File: src/rtl/key_stream_if.sv
// Handshake bundle between the key stream generator and its seed/consumer side.
// The slave view belongs to the generator; the master view to whoever drives it.
interface key_stream_if #(
  parameter int N = 8
);
  logic         seed_load;
  logic [15:0]  seed;
  logic         enable;
  logic         key_ready;
  logic [N-1:0] key_out;
  logic         key_valid;
  logic         busy;

  modport master (
    output seed_load, seed, enable, key_ready,
    input  key_out, key_valid, busy
  );

  modport slave (
    input  seed_load, seed, enable, key_ready,
    output key_out, key_valid, busy
  );
endinterface

File: src/rtl/key_stream_gen.sv
// 16-bit Fibonacci LFSR key stream generator: packs N feedback bits into a word
// and presents it on a valid/ready handshake for the downstream XOR stage.
module key_stream_gen #(
  parameter int          N            = 8,
  parameter logic [15:0] SEED_DEFAULT = 16'hACE1
) (
  input  logic        clk,
  input  logic        rst,
  key_stream_if.slave bus
);

  localparam int              CW    = (N > 1) ? $clog2(N) : 1;
  localparam logic [CW-1:0]   LAST  = CW'(N - 1);
  localparam logic [15:0]     TAPS  = 16'h002D;

  typedef enum logic [1:0] {
    IDLE = 2'd0,
    GEN  = 2'd1,
    HOLD = 2'd2
  } state_t;

  state_t        r_state;
  state_t        w_next_state;
  logic [15:0]   r_lfsr;
  logic [N-2:0]  r_ks;
  logic [N-1:0]  r_key_out;
  logic [CW-1:0] r_cnt;
  logic          r_key_valid;
  logic          r_busy;
  logic          w_fb;
  logic          w_last;
  logic [N-1:0]  w_ks_next;

  function automatic logic parity16(input logic [15:0] v);
    return ^v;
  endfunction

  // A zero seed would lock the LFSR, so it is swapped for the default.
  function automatic logic [15:0] seed_sel(input logic [15:0] s);
    return (s == 16'h0000) ? SEED_DEFAULT : s;
  endfunction

  assign w_fb      = parity16(r_lfsr & TAPS);
  assign w_last    = (r_cnt == LAST);
  // r_ks keeps only the N-1 newest bits; the incoming bit completes the word.
  assign w_ks_next = {r_ks, w_fb};

  // Next-state selection; seed_load pre-empts any word in flight.
  always_comb begin
    w_next_state = r_state;
    case (r_state)
      IDLE: begin
        if (bus.seed_load) begin
          w_next_state = IDLE;
        end else if (bus.enable) begin
          w_next_state = GEN;
        end else begin
          w_next_state = IDLE;
        end
      end
      GEN: begin
        if (bus.seed_load) begin
          w_next_state = IDLE;
        end else if (w_last) begin
          w_next_state = HOLD;
        end else begin
          w_next_state = GEN;
        end
      end
      HOLD: begin
        if (bus.seed_load) begin
          w_next_state = IDLE;
        end else if (bus.key_ready) begin
          w_next_state = bus.enable ? GEN : IDLE;
        end else begin
          w_next_state = HOLD;
        end
      end
      default: begin
        w_next_state = IDLE;
      end
    endcase
  end

  // State register, LFSR, shift register, counter and output registers.
  always_ff @(posedge clk) begin
    if (rst) begin
      r_state     <= IDLE;
      r_lfsr      <= SEED_DEFAULT;
      r_ks        <= '0;
      r_cnt       <= '0;
      r_key_out   <= '0;
      r_key_valid <= 1'b0;
      r_busy      <= 1'b0;
    end else begin
      r_state <= w_next_state;
      r_busy  <= (w_next_state == GEN);
      case (r_state)
        IDLE: begin
          if (bus.seed_load) begin
            r_lfsr <= seed_sel(bus.seed);
          end else if (bus.enable) begin
            r_cnt <= '0;
          end
        end
        GEN: begin
          if (bus.seed_load) begin
            r_lfsr      <= seed_sel(bus.seed);
            r_cnt       <= '0;
            r_key_valid <= 1'b0;
          end else begin
            r_lfsr <= {w_fb, r_lfsr[15:1]};
            r_ks   <= w_ks_next[N-2:0];
            if (w_last) begin
              r_key_out   <= w_ks_next;
              r_key_valid <= 1'b1;
              r_cnt       <= '0;
            end else begin
              r_cnt <= r_cnt + CW'(1);
            end
          end
        end
        HOLD: begin
          if (bus.seed_load) begin
            r_lfsr      <= seed_sel(bus.seed);
            r_cnt       <= '0;
            r_key_valid <= 1'b0;
          end else if (bus.key_ready) begin
            r_key_valid <= 1'b0;
          end
        end
        default: begin
          r_key_valid <= 1'b0;
        end
      endcase
    end
  end

  assign bus.key_out   = r_key_out;
  assign bus.key_valid = r_key_valid;
  assign bus.busy      = r_busy;

endmodule

File: src/flat_wrapper.sv
// flat-port wrapper written by rule: the top's interface ports become plain ports
module key_stream_gen_flat 
#(
  parameter int          N            = 8,
  parameter logic [15:0] SEED_DEFAULT = 16'hACE1
)
  (clk, rst, bus_seed_load, bus_seed, bus_enable, bus_key_ready, bus_key_out, bus_key_valid, bus_busy);
  key_stream_if #(.N(N)) bus_i ();
  input  logic clk;
  input  logic rst;
  input wire logic [$bits(bus_i.seed_load)-1:0] bus_seed_load;
  input wire logic [$bits(bus_i.seed)-1:0] bus_seed;
  input wire logic [$bits(bus_i.enable)-1:0] bus_enable;
  input wire logic [$bits(bus_i.key_ready)-1:0] bus_key_ready;
  output wire logic [$bits(bus_i.key_out)-1:0] bus_key_out;
  output wire logic [$bits(bus_i.key_valid)-1:0] bus_key_valid;
  output wire logic [$bits(bus_i.busy)-1:0] bus_busy;
  assign bus_i.seed_load = bus_seed_load;
  assign bus_i.seed = bus_seed;
  assign bus_i.enable = bus_enable;
  assign bus_i.key_ready = bus_key_ready;
  assign bus_key_out = bus_i.key_out;
  assign bus_key_valid = bus_i.key_valid;
  assign bus_busy = bus_i.busy;
  key_stream_gen #(.N(N), .SEED_DEFAULT(SEED_DEFAULT)) u_core (.clk(clk), .rst(rst), .bus(bus_i));
endmodule
File: config.mk
export PLATFORM = sky130hd
export DESIGN_NAME = key_stream_gen_flat
export DESIGN_NICKNAME = d
export VERILOG_FILES = /design/src/rtl/key_stream_if.sv /design/src/rtl/key_stream_gen.sv /design/src/flat_wrapper.sv
export SDC_FILE = /design/constraint.sdc
export NUM_CORES = 1
export LEC_CHECK = 0
export CAP_MARGIN = 20
export CORE_AREA = 2 2 67 69
export DETAILED_ROUTE_END_ITERATION = 7
export DIE_AREA = 0 0 69 71
export RECOVER_POWER = 50
export SLEW_MARGIN = 20
export SYNTH_ARGS = -nofsm -noshare
export SYNTH_HDL_FRONTEND = slang
export SYNTH_SLANG_ARGS = --single-unit
File: constraint.sdc
create_clock -name clk -period 1.9 [get_ports clk]
set_clock_uncertainty 0.05 [all_clocks]
set_input_delay 0.38 -clock clk [delete_from_list [all_inputs] [get_ports clk]]
set_output_delay 0.38 -clock clk [all_outputs]
set_load 0.01 [all_outputs]
==> impl_metrics.json <==
{
  "syn_avg_cell_area_um2": 8.22,
  "whs_ns": 0.403,
  "clock_latency_ns": 0.29,
  "worst_pin_slew_ns": 0.454,
  "register_area_um2": 761,
  "drc": 0,
  "p_sw_mw": 0.388,
  "use_met3_pct": 4.70,
  "grtUsageTotal_pct": 15.7,
  "min_path_type": "reg2reg",
  "viasPerCell": 5.25,
  "power_mw": 1.56,
  "io_buffers": 30,
  "gp_congestion": 0.767,
  "dieArea_mm2": 0.00490,
  "place_area_mm2": 0.00199,
  "post-route-min-period_ns": 1.65,
  "hpwl_um": 2590,
  "rrSetupSlack_ns": 0.33,
  "io_pins": 31,
  "syn_area_mm2": 0.00160,
  "grt_start_max_net_pins": 37,
  "setup_viol": 0,
  "h-tree-depth": 2,
  "ys_types": 32,
  "grtUsageMet2_pct": 25.5,
  "diodes": 0,
  "dr.pass1.iters": 4,
  "tns_ns": 0,
  "critical_path.max_fanout": 16,
  "totalWireLength_um": 3620,
  "grt_pass1_vias": 1367,
  "vias": 1474,
  "synth_top_area_share_pct": 47.5,
  "status": "finished clean",
  "rsz0062_at_grt": "false",
  "coreArea_mm2": 0.00420,
  "relSlewSlack_pct": 69.8,
  "end_kind": "flip-flop",
  "ir_drop_mv": 0.376,
  "yosys-top-cells-area": "dfxtp_1 (47%), nand2_1 (7.0%), a21oi_1 (6.6%)",
  "grt_pass1_wl_um": 6260,
  "drv_slew": 0,
  "cts_tree": "built",
  "top_usage_layer": "met2",
  "maxCapViolCount": 0,
  "ant_nets": 0,
  "power.share.clock_pct": 33.8,
  "cts_sinks": 38,
  "ctsRootBufferMaster": "clkbuf_8",
  "cts_buffer_depth": 2,
  "r2r_cells": 4,
  "cp.required_ns": 2.07,
  "min_to": "u_core.bus.key_out[7]$_SDFFE_PP0P_",
  "timing.rr.start": "u_core.r_state[0]$_SDFF_PP0_",
  "layout-drive-gt1-share_pct": 7.86,
  "hold_viol": 0,
  "fin_util_pct": 48.7,
  "ys_ff_latch": 38,
  "synth_nets": 219,
  "combinationalPowerShare_pct": 11.8,
  "final_cell_mix": "dfxtp_1 (38), nand2_1 (30), clkdlybuf4s50_1 (29)",
  "path_class": "in2reg",
  "grt.overflow.total": 0,
  "synth_top_area_cell": "dfxtp_1",
  "syn_inst": 195,
  "cts.clk_slew.worst_paths_ns": 0.08,
  "arrival_ns": 1.81,
  "rows": 24,
  "holdPathStages": 2,
  "stdcell_area_mm2": 0.00205,
  "yosys_warnings": 0,
  "hp-start": "u_core.bus.key_out[7]$_SDFFE_PP0P_",
  "postCtsHoldBufs": 0,
  "antenna_found_initial": 0,
  "chipHeight_um": 71,
  "fill_cells": 440,
  "cts_made_buffers": 5,
  "max_freq_mhz": 607,
  "seqPwrFrac_pct": 54.4,
  "avgRoutedWirePerCell_um": 12.9,
  "met1_usage_pct": 19.7,
  "power_density_mw_per_mm2": 761,
  "start_kind": "input pin",
  "crit-reg2reg-capture": "u_core.bus.key_out[2]$_SDFFE_PP0P_",
  "leakage_nw": 0.739,
  "cts.repair.resized": 0,
  "sw_frac_of_total_pct": 24.9,
  "cts_setup_buffers": 0,
  "finalCritPeriodShare_pct": 86.7,
  "p_int_mw": 1.17,
  "start_util_pct": 38.1,
  "multi_input_area_um2": 751,
  "die_w_um": 69,
  "drt_iter0_markers": 122,
  "final_common_cell": "dfxtp_1",
  "synth.yosys.seq_area_share_pct": 47.5,
  "fin_nets": 253,
  "syn_to_final_growth_pct": 27.8
}
## synth_stat cells (all sizes together)
master  instances
a21o            1
and2            1
nand3           1
nor3           20
a31oi           2
nand2b          2
a32oi           2
a211oi          1
xnor2           2
or3b            1
xor2            1
nand2          30
nor4            4
o21bai          1
o22ai           9
inv             1
buf             8
o21ai          16
nor2           17
a21oi          21
nor3b           2
clkbuf          6
dfxtp          38
ha              3
and4            1
nand3b          1
o21a            3
## metrics by stage
step | worst slack, ns | cells
after global placement | -0.0150 | 274
after global routing | 0.0712 | 281
final | 0.253 | 281
after CTS | 0.235 | 281
after floorplan | 0.470 | 195
after detailed placement | -0.0589 | 274
## area by class of cell
class	count	share of cell area (%)
clock buffer	5	3.36
multi-input combinational	142	36.7
clock inverter	2	0.489
inverter	1	0.183
tap	52	3.18
sequential	38	37.1
timing repair buffer	41	19.0
## metal layers
layer  vias to the layer above  part of all wire (%)
li1                        749                     -
met1                       675                    48
met2                        44                    46
met3                         6                   4.6
met4                         0                   1.6
met5                         -                     0
## critical path, cell delays in order
cell and delay [ns]:
clkdlybuf4s50_1 0.54, buf_4 0.20, o21a_1 0.13, clkbuf_2 0.28, o22ai_1 0.12, nor3_1 0.17
## registers in the layout, summed over array words and instances, names as in the netlist
signal	count
u_core.r_state	2
u_core.r_lfsr	16
u_core.bus.key_valid	1
u_core.bus.key_out	8
u_core.bus.busy	1
u_core.r_ks	7
u_core.r_cnt	3
## power groups by stage
stage	Combinational, mW	Clock [mW]	Sequential (mW)
6_report	0.184	0.528	0.848
3_5_place_dp	0.192	0	0.867
5_1_grt	0.203	0.574	0.853
4_1_cts	0.192	0.545	0.849
3_3_place_gp	0.191	0	0.867
2_1_floorplan	0.107	0	0.861
## worst max-delay path by stage
stage	start	slack, ns	endpoint	cells after the start
floorplan	bus_seed_load	0.47	u_core.r_lfsr[1]$_SDFFE_PP0P_	6
global placement	bus_seed[11]	-0.01	u_core.r_lfsr[11]$_SDFFE_PP1P_	5
detailed placement	bus_seed_load	-0.06	u_core.bus.key_out[2]$_SDFFE_PP0P_	5
CTS	bus_seed_load	0.24	u_core.bus.key_out[2]$_SDFFE_PP0P_	5
global route	bus_seed_load	0.07	u_core.r_lfsr[6]$_SDFFE_PP1P_	6
finish	bus_seed_load	0.25	u_core.r_lfsr[3]$_SDFFE_PP0P_	6
## cells by family (layout without fill, tap and decap cells)
kind of cell | count (synthesis) | after routing | share of synthesized area (%)
AND/OR/NAND/NOR | 80 | 80 | 22.8
AO/OA/AOI/OAI | 56 | 56 | 20.1
flip-flops | 38 | 38 | 47.5
buffers and inverters | 15 | 49 | 5.70
adder cells (fa/ha/maj) | 3 | 3 | 2.34
XOR/XNOR | 3 | 3 | 1.64
Note: power is estimated with default switching activity, not from simulation.
